$ cat src/rtl/segment_reader.sv
// segment_reader: recovers BCD digits and decimal points from a multiplexed,
// active-low 7-segment display bus. A digit slot is captured once its pattern
// has been stable for STABLE_CYCLES consecutive samples; unknown patterns are
// reported through pattern_error instead of being decoded.
module segment_reader #(
    parameter int unsigned DIGITS        = 4,
    parameter int unsigned STABLE_CYCLES = 4
) (
    input  logic                  clk,
    input  logic                  rst_n,
    input  logic [7:0]            segments,
    input  logic [DIGITS-1:0]     anodes,
    input  logic                  clear,
    output logic [4*DIGITS-1:0]   value,
    output logic [DIGITS-1:0]     dp,
    output logic [DIGITS-1:0]     digit_valid,
    output logic                  frame_valid,
    output logic                  frame_strobe,
    output logic                  pattern_error,
    output logic [2:0]            error_digit
);

    localparam int unsigned CNT_W  = 8;
    localparam logic [CNT_W-1:0] STABLE = CNT_W'(STABLE_CYCLES);

    typedef enum logic [1:0] {
        ST_IDLE,
        ST_SETTLE,
        ST_CAPTURE,
        ST_HELD
    } state_t;

    state_t              r_state;
    state_t              w_state_nxt;
    logic [7:0]          r_seg;
    logic [DIGITS-1:0]   r_an;
    logic [CNT_W-1:0]    r_cnt;
    logic                r_arm;

    logic [DIGITS-1:0]   w_an_low;
    logic [3:0]          w_in_zeros;
    logic                w_in_sel;
    logic                w_same;
    logic                w_capture;
    logic [DIGITS-1:0]   w_hot;
    logic [3:0]          w_digit;
    logic                w_dec_ok;
    logic [2:0]          w_err_idx;
    logic [4*DIGITS-1:0] w_value_nxt;
    logic [DIGITS-1:0]   w_dp_nxt;
    logic [DIGITS-1:0]   w_valid_nxt;

    assign w_an_low = ~anodes;
    assign w_hot    = ~r_an;
    assign w_same   = ({segments, anodes} == {r_seg, r_an});

    // Incoming sample is selectable only with exactly one digit enabled
    always_comb begin
        w_in_zeros = '0;
        for (int i = 0; i < DIGITS; i++) begin
            w_in_zeros = w_in_zeros + 4'(w_an_low[i]);
        end
        w_in_sel = (w_in_zeros == 4'd1);
    end

    // Sample registers and stability counter advance together on every edge
    always_ff @(posedge clk or negedge rst_n) begin
        if (!rst_n) begin
            r_seg <= '1;
            r_an  <= '1;
            r_cnt <= '0;
        end else begin
            r_seg <= segments;
            r_an  <= anodes;
            if (!w_in_sel) begin
                r_cnt <= '0;
            end else if (!w_same) begin
                r_cnt <= CNT_W'(1);
            end else if (r_cnt < STABLE) begin
                r_cnt <= r_cnt + CNT_W'(1);
            end
        end
    end

    // Segment pattern decode of the registered sample
    always_comb begin
        w_dec_ok = 1'b1;
        w_digit  = 4'd0;
        case (r_seg[6:0])
            7'b1000000: w_digit = 4'd0;
            7'b1111001: w_digit = 4'd1;
            7'b0100100: w_digit = 4'd2;
            7'b0110000: w_digit = 4'd3;
            7'b0011001: w_digit = 4'd4;
            7'b0010010: w_digit = 4'd5;
            7'b0000010: w_digit = 4'd6;
            7'b1111000: w_digit = 4'd7;
            7'b0000000: w_digit = 4'd8;
            7'b0011000: w_digit = 4'd9;
            default:    w_dec_ok = 1'b0;
        endcase
    end

    // Frame contents as they would look after capturing the current sample
    always_comb begin
        w_value_nxt = value;
        w_dp_nxt    = dp;
        w_valid_nxt = digit_valid;
        w_err_idx   = 3'd0;
        for (int i = 0; i < DIGITS; i++) begin
            if (w_hot[i]) begin
                w_err_idx      = 3'(i);
                w_dp_nxt[i]    = ~r_seg[7];
                w_valid_nxt[i] = w_dec_ok;
                if (w_dec_ok) begin
                    w_value_nxt[4*i +: 4] = w_digit;
                end
            end
        end
    end

    // Capture FSM state register
    always_ff @(posedge clk or negedge rst_n) begin
        if (!rst_n) begin
            r_state <= ST_IDLE;
        end else begin
            r_state <= w_state_nxt;
        end
    end

    // Capture FSM next state; a counter value of 1..STABLE-1 means a fresh pattern
    always_comb begin
        w_state_nxt = r_state;
        w_capture   = 1'b0;
        case (r_state)
            ST_IDLE: begin
                if (r_cnt != '0) begin
                    w_state_nxt = ST_SETTLE;
                end
            end
            ST_SETTLE: begin
                if (r_cnt == '0) begin
                    w_state_nxt = ST_IDLE;
                end else if (r_cnt == STABLE) begin
                    w_state_nxt = ST_CAPTURE;
                    w_capture   = 1'b1;
                end
            end
            ST_CAPTURE: begin
                if (r_cnt == '0) begin
                    w_state_nxt = ST_IDLE;
                end else if (r_cnt != STABLE) begin
                    w_state_nxt = ST_SETTLE;
                end else begin
                    w_state_nxt = ST_HELD;
                end
            end
            ST_HELD: begin
                if (r_cnt == '0) begin
                    w_state_nxt = ST_IDLE;
                end else if (r_cnt != STABLE) begin
                    w_state_nxt = ST_SETTLE;
                end
            end
            default: w_state_nxt = ST_IDLE;
        endcase
    end

    // Captured frame, status flags and one-cycle pulses; clear overrides capture
    always_ff @(posedge clk or negedge rst_n) begin
        if (!rst_n) begin
            value         <= '0;
            dp            <= '0;
            digit_valid   <= '0;
            frame_valid   <= 1'b0;
            frame_strobe  <= 1'b0;
            pattern_error <= 1'b0;
            error_digit   <= 3'd0;
            r_arm         <= 1'b0;
        end else begin
            pattern_error <= 1'b0;
            r_arm         <= 1'b0;
            frame_strobe  <= r_arm;
            if (clear) begin
                value       <= '0;
                dp          <= '0;
                digit_valid <= '0;
                frame_valid <= 1'b0;
            end else if (w_capture) begin
                value       <= w_value_nxt;
                dp          <= w_dp_nxt;
                digit_valid <= w_valid_nxt;
                frame_valid <= &w_valid_nxt;
                if (w_dec_ok) begin
                    r_arm <= w_hot[DIGITS-1] & (&w_valid_nxt);
                end else begin
                    pattern_error <= 1'b1;
                    error_digit   <= w_err_idx;
                end
            end
        end
    end

endmodule

$ cat config.mk
export PLATFORM = sky130hd
export DESIGN_NAME = segment_reader
export DESIGN_NICKNAME = d
export VERILOG_FILES = /design/src/rtl/segment_reader.sv
export SDC_FILE = /design/constraint.sdc
export NUM_CORES = 1
export LEC_CHECK = 0
export ABC_AREA = 1
export BUFFER_PORTS_ARGS = -buffer_cell sky130_fd_sc_hd__buf_2
export CORE_MARGIN = 8
export CORE_UTILIZATION = 30
export CTS_CLUSTER_SIZE = 20
export DETAILED_ROUTE_END_ITERATION = 7
export HOLD_SLACK_MARGIN = 0.02
export PLACE_DENSITY_LB_ADDON = 0.3
export RECOVER_POWER = 100
export SKIP_CTS_REPAIR_TIMING = 1
export SYNTH_ARGS = -nofsm -noshare
export SYNTH_HDL_FRONTEND = slang
export SYNTH_SLANG_ARGS = --single-unit
$ cat constraint.sdc
create_clock -name clk -period 2.85 [get_ports clk]
set_clock_uncertainty 0.2 [all_clocks]
set_input_delay 0.1425 -clock clk [delete_from_list [all_inputs] [get_ports clk]]
set_output_delay 0.1425 -clock clk [all_outputs]
set_load 0.01 [all_outputs]
Yosys cells after proc, flatten, opt, wreduce, memory -nomap -nowiden
Cells that the tools add are included.
Widths: inputs -> output; s select.
{ "totals": {"regBits": 53, "input_bits": 15, "elab_cells": 117, "output_inout_bits": 30} }
{ "op_classes": {"bitwise": 6, "order_cmp": 1, "n_mux": 46, "n_addsub": 4, "reduce_logical": 22, "eq_ne": 20} }
{ "op_table": {"columns": ["operator", "n"], "rows": [
  ["$mux 4", 9],
  ["$pmux 4 s9", 1],
  ["$mux 16", 2],
  ["$mux 8", 3],
  ["$eq 7x5->1 const B", 3],
  ["$eq 7x7->1 const B", 3],
  ["$mux 1", 21],
  ["$reduce_and 3->1", 6],
  ["$eq 7x6->1 const B", 2],
  ["$mux 2", 7],
  ["$eq 12x12->1", 1],
  ["$reduce_bool 2->1", 6],
  ["$reduce_or 10->1", 1],
  ["$add 8x1->8 const B", 1],
  ["$eq 8x3->1 const B", 1],
  ["$logic_not 8->1", 1],
  ["$lt 8x3->1 const B", 1],
  ["$ne 8x3->1 const B", 1],
  ["$not 4->4", 2],
  ["$pmux 2 s4", 1],
  ["$reduce_and 2->1", 4],
  ["$reduce_bool 8->1", 1],
  ["$eq 7x2->1 const B", 1],
  ["$logic_not 7->1", 1],
  ["14 further kinds", 19]
]} }

Longest topological paths before layout
Gate-level depths: netlist of the first run.
{ "logic_depth": {"ltp_word": 9, "mapped_depth": 12, "mapped_depth_nobuf": 12} }

Least setup slack after synthesis of the first run
No wires, ideal clock.
{ "synth_path": {"path_type": "input -> register", "from": "input anodes[0]", "to": "register r_cnt[1]", "t_arrival_ns": 1.703, "required_ns": 2.570, "path_stages": 7, "n_path_buf": 0, "setup_ns": 0.080, "setup_slack_ns": 0.867, "path_cell_list": "fa_1 inv_1 ha_1 ha_1 nor3b_1 nand3_1 a21oi_1"} }
{ "synth_between": {"elab_chain_len": 6, "elab_cells_between_ends": 9, "classes_between": "add/sub: 3; eq/ne: 3; mux: 2; bitwise: 1"} }
{ "synth_lines": {"columns": ["element", "line_no", "source"], "rows": [
  ["from (decl)", "12", "input logic [DIGITS-1:0] anodes,"],
  ["$not 4->4", "53", "assign w_an_low = ~anodes;"],
  ["$add 1x1->2", "61", "w_in_zeros = w_in_zeros + 4'(w_an_low[i]);"],
  ["$add 2x1->3", "61", null],
  ["$add 3x1->4", "61", null],
  ["$eq 4x1->1", "63", "w_in_sel = (w_in_zeros == 4'd1);"],
  ["$ne 3x2->1 (no line) or $mux 8 (tied branches)", null, null],
  ["to (signal assigned)", "80", "r_cnt <= r_cnt + CNT_W'(1);"],
  ["to (decl)", "37", "logic [CNT_W-1:0] r_cnt;"]
]} }
Several ways; a longest one is shown, not always the timed one.
A chain may end at the register's enable or synchronous reset.

Worst setup path in the final report of the first run
Ends and elaborated chain as after synthesis.

==> results by stage, run 1 <==
Status:
- The run finished with clean final reports.

GRT:
- Summed over all layers, the global routing overflow is 0.
- The largest net degree at the start of global routing is 49.
- The initial antenna violation count is 0.
- Global routing consumed, over all layers together, 9.64% of the routing resources.
- The global-route wire length before repair is 8800 um.
- The via count of the first global-routing pass came to 1,869.

Floorplanning:
- From left edge to right edge, the die measures 106 um.
- The initial core utilization is 30.2%.
- In this run the standard cell core region covers 8050 um2.
- 45 I/O pins were placed.
- The placement row count is 33.
- The die boundary height is 106 um.
- The die covers 11,300 um2.

Routing:
- The total wirelength of the detailed-routed design is 5190 um.
- The total vias in the final route is 1,845.
- The total DRC errors in the routed layout is 0.
- The antenna violation net count after detailed routing is 0.
- Using the TritonRoute via totals, the vias-per-cell ratio works out to 4.23.
- The average detailed-routed wire length per instance is 11.9 um.
- Before antenna repair, the detailed router went through 4 iterations.
- The number of DRC violations after detailed-routing iteration 0 is 69.

Synthesis:
- The most used flip-flop cell after synthesis is sky130_fd_sc_hd__dfrtp_1.
- The post-synthesis cell count is 267.
- During synthesis, Yosys emitted a total of 0 warnings.
- The post-synth net total is 287.
- The mean cell area of the mapped netlist is 9.12 um2.
- Sequential elements use 54.1% of the synthesized area.
- In this run the biggest area consumer among cell types represents 41.1% of the synthesized area.
- Synthesis instantiated 33 different standard cells from the library.
- In the synthesized netlist, the cells that appear most often are sky130_fd_sc_hd__nand2_1 (54), sky130_fd_sc_hd__dfrtp_1 (40), sky130_fd_sc_hd__inv_1 (31).
- The cell area after synthesis is 2430 um2.
- Among all cell types in the netlist, the one instantiated most often is sky130_fd_sc_hd__nand2_1.
- After synthesis, the share of flip-flops with an asynchronous set or reset is 100%.
- Counting flops with a built-in enable in the synthesized netlist gives 0.
- The cell type with the largest total area after synthesis is sky130_fd_sc_hd__dfrtp_1.
- The number of synthesized register bits is 52.
- By area the synthesized netlist is led by sky130_fd_sc_hd__dfrtp_1 (41%), sky130_fd_sc_hd__dfstp_2 (13%), sky130_fd_sc_hd__nand2_1 (8.3%), sky130_fd_sc_hd__inv_1 (4.8%), sky130_fd_sc_hd__nor2_1 (4.6%).

STA:
- The final period demand of the worst path is 2.53 ns.
- In the final timing run, aggregate negative setup slack is 0 ns.
- The smallest hold slack is 0.155 ns.
- For the pin with the worst max-slew slack, the measured transition is 1.16 ns.
- The number of hold-slack violations in the final timing report came to 0.
- The relative slew slack is 22.9%.
- After layout, the worst path uses 88.9% of the clock period.
- The achievable frequency is 395 MHz.
- Setup repair after global routing left no endpoint under its margin.
- Setup violations remaining at the end of the flow were counted as 0.
- The final count of pins violating max slew was 0.

Placement:
- The detailed-placement wirelength estimate is 4000 um.
- Routability-driven placement finished with a final weighted congestion of 0.771.
- The total instance count after detailed placement is 414.
- In this run the tool buffered the top-level ports with 43 buffer cells.

Flow run:
- The reported max-cap violation count is 0.

Power:
- The power density over the cells is 470 nW/um2.
- The worst ir drop on vdd is 0.227 mV.
- The leakage component of the power is 0.00137 uW.

Worst hold path:
- The class of the tightest hold or removal check is reg2reg.
- Counting instances, the worst hold path has a depth of 0.

CTS:
- Counting along the longest clock path gives a buffer depth of 2.
- The tree is rooted in a sky130_fd_sc_hd__clkbuf_8.
- TritonCTS built the clock tree.
- For the worst-skew pair, the clock arrives at the later sink with an insertion delay of 0.30 ns.
- The H-tree generated during clock tree synthesis spans 2 levels.
- The number of buffers inserted during clock tree synthesis is 5.
- Clock-pin slew was measured on the worst setup and hold paths at 0.09 ns.
- The number of clock sinks is 52.

Critical path:
- STA classifies the critical path startpoint as an input port.
- For flop-to-flop paths, the worst setup slack is 0.46 ns.
- The type of destination of the critical path is a flip-flop.
- The worst setup path startpoint is anodes[0].
- The critical path ends at r_cnt[1].
- The startpoint of the worst-slack reg-to-reg timing path is r_seg[1].
- Data on the critical path is required at its endpoint by 2.87 ns.
- The worst register-to-register path ends at value[0].
- For the worst flop-to-flop path, the logic depth is 10.
- The setup path with the least slack is of type in2reg.
- The worst path arrival time is 2.56 ns.
- Of all nets on the critical path, the largest fanout is 7.

Final layout:
- Cells with a size suffix above 1 make up 10.9% of the layout.
- The number of diodes added for antenna fixing is 0.
- The final-stage net count is 350.
- The layout-stage area growth over the synthesis result is 19.7%.
- Summing all flip-flop and latch instances after layout gives 1320 um2.
- Once layout is complete, the cells apart from fillers number 436.
- The number of fill cells in the layout is 877.
- The footprint of the multi-input gates is 936 um2.
==> power by group <==
| part | total [uW] | switching [uW] | internal (uW) |
|---|---|---|---|
| combinational | 147 | 88.1 | 58.5 |
| sequential | 786 | 20.9 | 765 |
| clock | 437 | 238 | 199 |
==> cells in the final DEF (no fill, tap or decap), types with 7 or more instances in the layout <==
cell	instances
sky130_fd_sc_hd__nand2_1	59
sky130_fd_sc_hd__nor2_1	31
sky130_fd_sc_hd__dfrtp_1	40
sky130_fd_sc_hd__nand3_1	20
sky130_fd_sc_hd__dfstp_2	11
sky130_fd_sc_hd__dlygate4sd3_1	14
sky130_fd_sc_hd__o21ai_1	7
sky130_fd_sc_hd__o21ai_0	18
sky130_fd_sc_hd__inv_1	32
sky130_fd_sc_hd__clkbuf_1	42
==> sequential cells by signal, indices dropped and copies added, names as in the netlist, 2 cells and up <==
name,cells
error_digit,2
r_an,4
value,16
r_seg,8
dp,4
r_state,2
digit_valid,4
r_cnt,8
==> layout make-up <==
class | count | share of cell area (%)
sequential | 52 | 45.2
multi-input combinational | 179 | 32.1
timing repair buffer | 58 | 10.6
tap | 105 | 4.51
inverter | 34 | 4.38
clock buffer | 6 | 2.83
clock inverter | 2 | 0.472
==> worst min path at each step <==
stage	from	endpoint	slack, ns
2_1_floorplan	rst_n	digit_valid[0]	-0.35
3_3_place_gp	segments[2]	r_seg[2]	0.06
3_5_place_dp	segments[6]	r_seg[6]	0.07
4_1_cts	segments[6]	r_seg[6]	-0.26
5_1_grt	r_arm	frame_strobe	0.19
6_report	r_arm	frame_strobe	0.16
==> worst max-delay path, stage by stage <==
cell and delay [ns]:
sky130_fd_sc_hd__dlygate4sd3_1 0.53, sky130_fd_sc_hd__clkbuf_1 0.15, sky130_fd_sc_hd__fa_1 0.54, sky130_fd_sc_hd__inv_1 0.04, sky130_fd_sc_hd__ha_1 0.17, sky130_fd_sc_hd__ha_1 0.27, sky130_fd_sc_hd__nor3b_1 0.26, sky130_fd_sc_hd__nand3_1 0.26
sky130_fd_sc_hd__a21oi_1 0.19
==> kinds of logic (layout without fill, tap and decap cells) <==
group | Yosys count | after routing | share of synthesized area [%]
other | 1 | 1 | 0.154
adder cells (fa/ha/maj) | 5 | 5 | 2.88
flip-flops | 52 | 52 | 54.1
AND/OR/NAND/NOR | 126 | 126 | 24.9
buffers and inverters | 36 | 100 | 5.76
AO/OA/AOI/OAI | 34 | 34 | 7.40
multiplexers | 2 | 2 | 0.925
XOR/XNOR | 11 | 11 | 3.96
==> metrics by stage <==
step | util, % | setup WS, ns | total power (uW) | cell area, um2
floorplan | - | 0.867 | 887 | 2430
global placement | 34.5 | 0.626 | 943 | 2780
detailed placement | 34.5 | 0.572 | 946 | 2780
CTS | 35.7 | 0.843 | 1400 | 2870
global route | 36.2 | 0.137 | 1450 | 2920
finish | 36.2 | 0.317 | 1370 | 2920
==> per-layer routing <==
layer  up-vias  wire length, um  share of wire, %  global-route usage (%)
met1       834             2640                51                    13.1
li1        965                -                 -                       -
met2        41             2190                42                    14.1
met3         5              277               5.3                    2.54
met4         0               82               1.6                    4.22
met5         -                0                 0                       0
No activity file was read; power rests on OpenSTA's default activity.
==> run 2: changes to the inputs <==
- RECOVER_POWER: 100 -> 25
==> run 2 against run 1 <==
Register-to-register slack improved by 0.38 ns. Largest cell class unchanged. Clock power about the same. First-iteration DRC count decreased by 26%.
==> results by stage, run 2 (synthesized netlist as in run 1, its figures left out) <==
STA:
- Measured against its own limit, the worst slew margin works out to 30.6%.
- The setup TNS is 0 ns.
- The final period demand of the worst path is 2.53 ns.
- The number of hold-slack violations in the final timing report is 0.
- The number of setup violations in the final report is 0.
- The final count of pins violating max slew came to 0.
- Setup repair after global routing left no endpoint under its margin.
- Timing would allow up to 395 MHz.
- Dividing the final minimum period by the clock period gives 88.8%.
- For the pin with the worst max-slew slack, the measured transition is 1.04 ns.
- The least setup slack across all paths after layout is 0.320 ns.

Floorplanning:
- Once the floorplan was initialized, standard cells occupied 30.2% of the core.
- The core region is 8050 um2.
- Measured along the x axis, the die boundary spans 106 um.
- The number of I/O pins is 45.
- The placement row count is 33.
- From bottom edge to top edge, the die measures 106 um.
- The floorplan step defined a die boundary enclosing 11,300 um2.

GRT:
- The layer flagged by global routing as most heavily used is met2.
- Entering global routing, the biggest net connects 49 pins.
- The via count of the first global-routing pass came to 1,869.
- The global-route track usage on met1 is 13.1%.
- In the global route stage, met3 resource usage came out at 2.54%.
- The initial antenna violation count was 0.
- After global routing the overflow that remains totals 0.
- For this run, global-route usage on met2 was measured as 14.1%.
- The aggregate global-route resource usage is 9.64%.
- The global-route wire length before repair is 8800 um.

Routing:
- The total wirelength of the detailed-routed design is 5150 um.
- The detail route stage leaves a number of antenna-violating nets equal to 0.
- The total vias in the final route is 1,842.
- For this block, the initial DRC count from the detailed router was 51.
- The detailed-routing iteration count for the pre-antenna-repair pass is 4.
- In the final routed layout, each cell accounts on average for 11.8 um.
- In the routed design, unresolved DRC markers number 0.
- Dividing the detail-routed via count by the number of cells gives 4.22.

Final layout:
- The finished cells cover 2970 um2.
- The register with the most flip-flops in the layout has 16 of them.
- The fraction of final layout cells sized beyond drive strength 1 is 16.6%.
- The repair_antennas step left the layout with diodes totalling 0.
- The post-layout utilization of the core is 36.9%.
- Leaving out fill and tap cells, the most frequent cell in the layout is sky130_fd_sc_hd__nand2_1.
- The layout-stage area growth over the synthesis result is 22.1%.
- The register bank with the most flops is value.
- For this run, the post-layout net count is 350.
- The library cells used most frequently in the layout, excluding fill and tap cells, are sky130_fd_sc_hd__nand2_1 (54), sky130_fd_sc_hd__dfrtp_1 (40), sky130_fd_sc_hd__clkbuf_1 (32), sky130_fd_sc_hd__inv_1 (31), sky130_fd_sc_hd__nor2_1 (30).
- The largest registers in the layout are value: 16 flops, r_cnt: 8 flops, r_seg: 8 flops.

Critical path:
- In this design, the critical path's most frequently occurring cell is sky130_fd_sc_hd__ha_1.
- The worst path arrival time is 2.55 ns.
- The type of destination of the critical path is a flip-flop.
- The kind of cell with the highest combined delay on the critical path is adder cells.
- The total buffers and inverters traversed by the critical path is 3.
- The signal on the critical path passes through dlygate4sd3_1 -> clkbuf_1 -> fa_1 -> inv_1 -> ha_1 -> ha_1 -> nor3b_1 -> nand3_1 -> a21oi_1.
- The worst setup path is launched from an input port.
- The slowest stage of the critical path belongs to the cell sky130_fd_sc_hd__fa_1.
- The setup path with the least slack is of type in2reg.
- STA puts the critical path data required time at 2.87 ns.
- On the worst path, the slowest cell contributes a delay of 0.54 ns.
- In this run the worst path has a maximum fanout of 7.

Placement:
- Timing analysis after detailed placement gives a worst setup slack of 0.572 ns.
- The final estimated routing congestion in global placement is 0.771.
- The placed instances occupy a cell area of 2780 um2.
- The detailed-placement wirelength estimate is 4000 um.
- During placement, the flow inserted port buffers numbering 43.

CTS:
- The library cell used as clock root buffer is sky130_fd_sc_hd__clkbuf_8.
- After clock tree synthesis, the clock-pin slew on the worst setup and hold paths is 0.09 ns.
- The clock passes through at most 2 buffers.
- The number of buffers inserted during clock tree synthesis is 5.
- The number of clock sinks is 52.
- The H-tree was split into 2 levels.
- The CTS tree is done.
- The worst-skew pair later-pin latency is 0.30 ns.

Worst hold path:
- The tightest min-delay check is of the reg2reg type.

Power:
- The total power is 1380 uW.
- In this run switching power makes up 25.4% of total power.
- Sequential cells burn 57.0% of the power.
- The leakage component of the power is 0.00143 uW.
- Power spread over the standard cell area amounts to 463 nW/um2.
- In this run the power spent charging and discharging nets is 350 uW.
- The combinational group share of total power is 11.3%.
- The internal power contribution is 1030 uW.
- The worst ir drop on vdd is 0.228 mV.
- The proportion of power drawn by the clock network is 31.7%.

Flow run:
- Across the run, the number of max-cap violations was 0.

Status:
- The run finished with clean final reports.
## run 2: cell type report
| type | count | area [um2] |
|---|---|---|
| Multi-Input combinational cell | 179 | 978 |
| Sequential cell | 52 | 1320 |
| Timing Repair Buffer | 58 | 323 |
| Tap cell | 105 | 131 |
| Inverter | 34 | 128 |
| Fill cell | 865 | 5080 |
| Clock buffer | 6 | 82.6 |
| Clock inverter | 2 | 13.8 |
## run 2: routing by layer
layer	up-vias	part of all wire [%]
met5	-	0
met4	0	1.6
met3	5	5.0
met2	39	42
met1	832	51
li1	966	-
## run 2: path summary, 6_finish.rpt
path	startpoint	endpoint	slack, ns	cells past startpoint
max	anodes[0]	r_cnt[1]	0.32	9
max reg2reg	r_cnt[0]	r_arm	0.84	12
min	r_arm	frame_strobe	0.15	0
min reg2reg	r_arm	frame_strobe	0.15	0
max in group asynchronous	rst_n	r_seg[2]	1.33	3
min in group asynchronous	rst_n	frame_strobe	0.36	2
## run 2: per-stage QoR
step | std cells | hold WS [ns]
after global placement | 414 | 0.0639
after global routing | 436 | 0.185
final | 436 | 0.155
after detailed placement | 414 | 0.0669
after floorplan | 267 | -0.353
after CTS | 422 | -0.264
## run 2: power groups by stage
stage	Combinational (uW)	Clock [uW]	Sequential [uW]
5_1_grt	180	488	790
6_report	156	436	786
4_1_cts	148	463	786
2_1_floorplan	89.1	0	798
3_3_place_gp	144	0	800
3_5_place_dp	147	0	800
==> run 3: changes to the inputs <==
--- a/constraint.sdc
+++ b/constraint.sdc
@@ -4,2 +4,2 @@
 set_output_delay 0.1425 -clock clk [all_outputs]
-set_load 0.01 [all_outputs]
+set_load 0.1 [all_outputs]
==> run 3 against run 2 <==
Clock power hardly changed. Core utilization is 0.12 points higher. Critical endpoint unchanged. Die area stayed put. Hold slack hardly changed. Routed wire length is 0.37% lower. Largest power group unchanged. Count of clock-buffer cells in the layout stayed put. Via count is 0.22% lower. Final area is 0.34% higher. Non-clock buffer count stayed put. Flip-flop and latch count stayed put. Critical path depth stayed put. Sequential share of layout area is 0.15 points lower.
==> results by stage, run 3 (synthesized netlist as in run 1, its figures left out) <==
Power:
- After layout, the design draws a total of 1430 uW.
- The internal power contribution is 1030 uW.
- The leakage component of the power is 0.00146 uW.
- The worst ir drop on vdd is 0.228 mV.
- The combinational group share of total power is 14.5%.
- Power spread over the standard cell area amounts to 479 nW/um2.
- Sequential cells burn 55.0% of the power.
- The switching power is 402 uW.
- Of the total power, the clock network draws 30.5%.
- Net switching is 28.1% of the power.

Critical path:
- Among all stages on the critical path, the largest delay is contributed by sky130_fd_sc_hd__fa_1.
- The number of cells on the worst reg-to-reg path is 12.
- The largest fanout on the critical path is 7.
- Among the stages of the critical path, the cell type that occurs most often is sky130_fd_sc_hd__ha_1.
- The worst path arrival time is 2.55 ns.
- On the worst path, the slowest cell contributes a delay of 0.54 ns.
- The worst setup path is launched from an input port.
- The worst setup path startpoint is anodes[0].
- The slack of the worst reg-to-reg path is 0.84 ns.
- The critical setup path kind is in2reg.
- The critical path crosses 9 cells after its start point.
- The total buffers and inverters traversed by the critical path is 3.
- In this run the worst setup path terminates at r_cnt[1].
- The worst setup path is captured at a flip-flop.
- The critical path goes through dlygate4sd3_1 -> clkbuf_1 -> fa_1 -> inv_1 -> ha_1 -> ha_1 -> nor3b_1 -> nand3_1 -> a21oi_1.
- Broken down by cell family, the worst path's largest delay share belongs to adder cells.
- The startpoint of the worst-slack reg-to-reg timing path is r_cnt[0].
- The critical register-to-register path endpoint is r_arm.
- At the worst endpoint, the required time is 2.87 ns.

Final layout:
- From synthesis to final layout, the design area changed by 22.5%.
- The library cells used most frequently in the layout, excluding fill and tap cells, are sky130_fd_sc_hd__nand2_1 (54), sky130_fd_sc_hd__dfrtp_1 (40), sky130_fd_sc_hd__inv_1 (31), sky130_fd_sc_hd__nor2_1 (30), sky130_fd_sc_hd__clkbuf_1 (24).
- The number of diodes added for antenna fixing is 0.
- The register with the most flip-flops in the layout has 16 of them.
- The register bank with the most flops is value.
- The post-route standard cell area excluding fillers is 2980 um2.
- The final-stage net count is 350.
- The leading cell type in the layout, fill and taps excluded is sky130_fd_sc_hd__nand2_1.
- In the final layout, the registers with the most flip-flops are value: 16 flops, r_cnt: 8 flops, r_seg: 8 flops.
- The area used by sequential logic in the layout is 1320 um2.
- The number of fill cells in the layout is 863.
- The footprint of the multi-input gates is 978 um2.
- The post-route netlist has 19.0% of its cells at a drive strength greater than 1.

Worst hold path:
- In this run the worst hold path is classified as reg2reg.

Routing:
- The routed layout has 1,838 vias.
- The total wirelength of the detailed-routed design is 5130 um.
- The antenna violation net count after detailed routing is 0.
- The first TritonRoute pass finished after 4 iterations.
- After detailed routing, the average wire length per cell comes to 11.8 um.
- The detailed router finished its first iteration with 54 violations.
- The total DRC errors in the routed layout is 0.
- After detailed routing, the number of vias per cell comes to 4.22.

STA:
- The number of hold-slack violations in the final timing report is 0.
- For the pin with the worst max-slew slack, the measured transition is 1.18 ns.
- Headroom to the max-slew limit came out at 22.0%.
- The worst path in the final design needs a cycle of 2.53 ns, including I/O delays and setup.
- Derived from the worst setup path, the maximum achievable clock frequency is 395 MHz.
- The final count of pins violating max slew is 0.
- The share of the clock period used by the worst path after layout is 88.8%.
- The setup TNS is 0 ns.
- Setup repair after global routing left no endpoint under its margin.
- The number of setup violations in the final report is 0.

GRT:
- For this run, the total global-route usage over all layers was measured as 9.64%.
- The first global-routing pass estimated 8800 um of wire.
- The largest net degree at the start of global routing is 49.
- The initial antenna violation count was 0.
- Summed over all layers, the global routing overflow is 0.
- The via count of the first global-routing pass is 1,869.

Floorplanning:
- The number of I/O pins is 45.
- The initial utilization of the core area, before any placement, comes to 30.2%.
- The initialized floorplan defines 33 standard-cell rows.
- The floorplan step defined a die boundary enclosing 11,300 um2.
- The width of the chip is 106 um.
- The floorplan step defined a core boundary enclosing 8050 um2.
- The die boundary height is 106 um.

CTS:
- The library cell used as clock root buffer is sky130_fd_sc_hd__clkbuf_8.
- The number of clock sinks is 52.
- Clock-pin slew was measured on the worst setup and hold paths at 0.09 ns.
- The clock tree buffer depth is 2.
- The number of clock buffers added by TritonCTS is 5.
- The CTS tree is done.
- The maximum level of the CTS H-tree is 2.
- The worst-skew pair later-pin latency is 0.30 ns.

Placement:
- The detailed-placement wirelength estimate is 4000 um.
- The placed cell area is 2780 um2.
- The final estimated routing congestion in global placement is 0.771.
- Buffers placed on the I/O ports in this run total 43.

Status:
- The run finished with clean final reports.

Flow run:
- The tool flagged a number of max-cap violations equal to 0.
run 3: changes by cell type in the layout (fill, tap and decap cells not counted):
cell / change
sky130_fd_sc_hd__buf_2: +7
sky130_fd_sc_hd__clkbuf_2: +1
sky130_fd_sc_hd__clkbuf_1: -8
run 3: area by class of cell:
cell class	count	share of cell area, %
timing repair buffer	58	11.2
sequential	52	44.1
multi-input combinational	179	32.8
tap	105	4.40
clock buffer	6	2.77
inverter	34	4.28
clock inverter	2	0.461
run 3: through the flow:
step	hold slack (ns)	std cells	utilization, %	worst slack, ns
finish	0.155	436	37.0	0.320
global route	0.185	436	37.0	0.211
CTS	-0.264	422	35.7	0.843
detailed placement	0.0669	414	34.5	0.572
global placement	0.0639	414	34.5	0.626
floorplan	-0.353	267	-	0.867
run 3: worst min path at each step:
stage | to | start | slack (ns) | cells after the start
floorplan | digit_valid[0] | rst_n | -0.35 | 0
global placement | r_seg[2] | segments[2] | 0.06 | 1
detailed placement | r_seg[6] | segments[6] | 0.07 | 1
CTS | r_seg[6] | segments[6] | -0.26 | 1
global route | frame_strobe | r_arm | 0.19 | 0
finish | frame_strobe | r_arm | 0.16 | 0
run 3: routing by layer:
metal | part of all wire, % | routed length (um) | vias up | track usage (%)
li1 | - | - | 966 | -
met1 | 51 | 2590 | 828 | 13.1
met2 | 42 | 2180 | 39 | 14.1
met3 | 5.4 | 276 | 5 | 2.54
met4 | 1.6 | 82 | 0 | 4.22
met5 | 0 | 0 | - | 0
run 3: power groups by stage:
stage               clock [uW]  sequential [uW]  combinational, uW
floorplan                    0              843               94.3
global placement             0              800                196
detailed placement           0              800                198
CTS                        463              786                199
global route               488              790                232
finish                     436              786                208
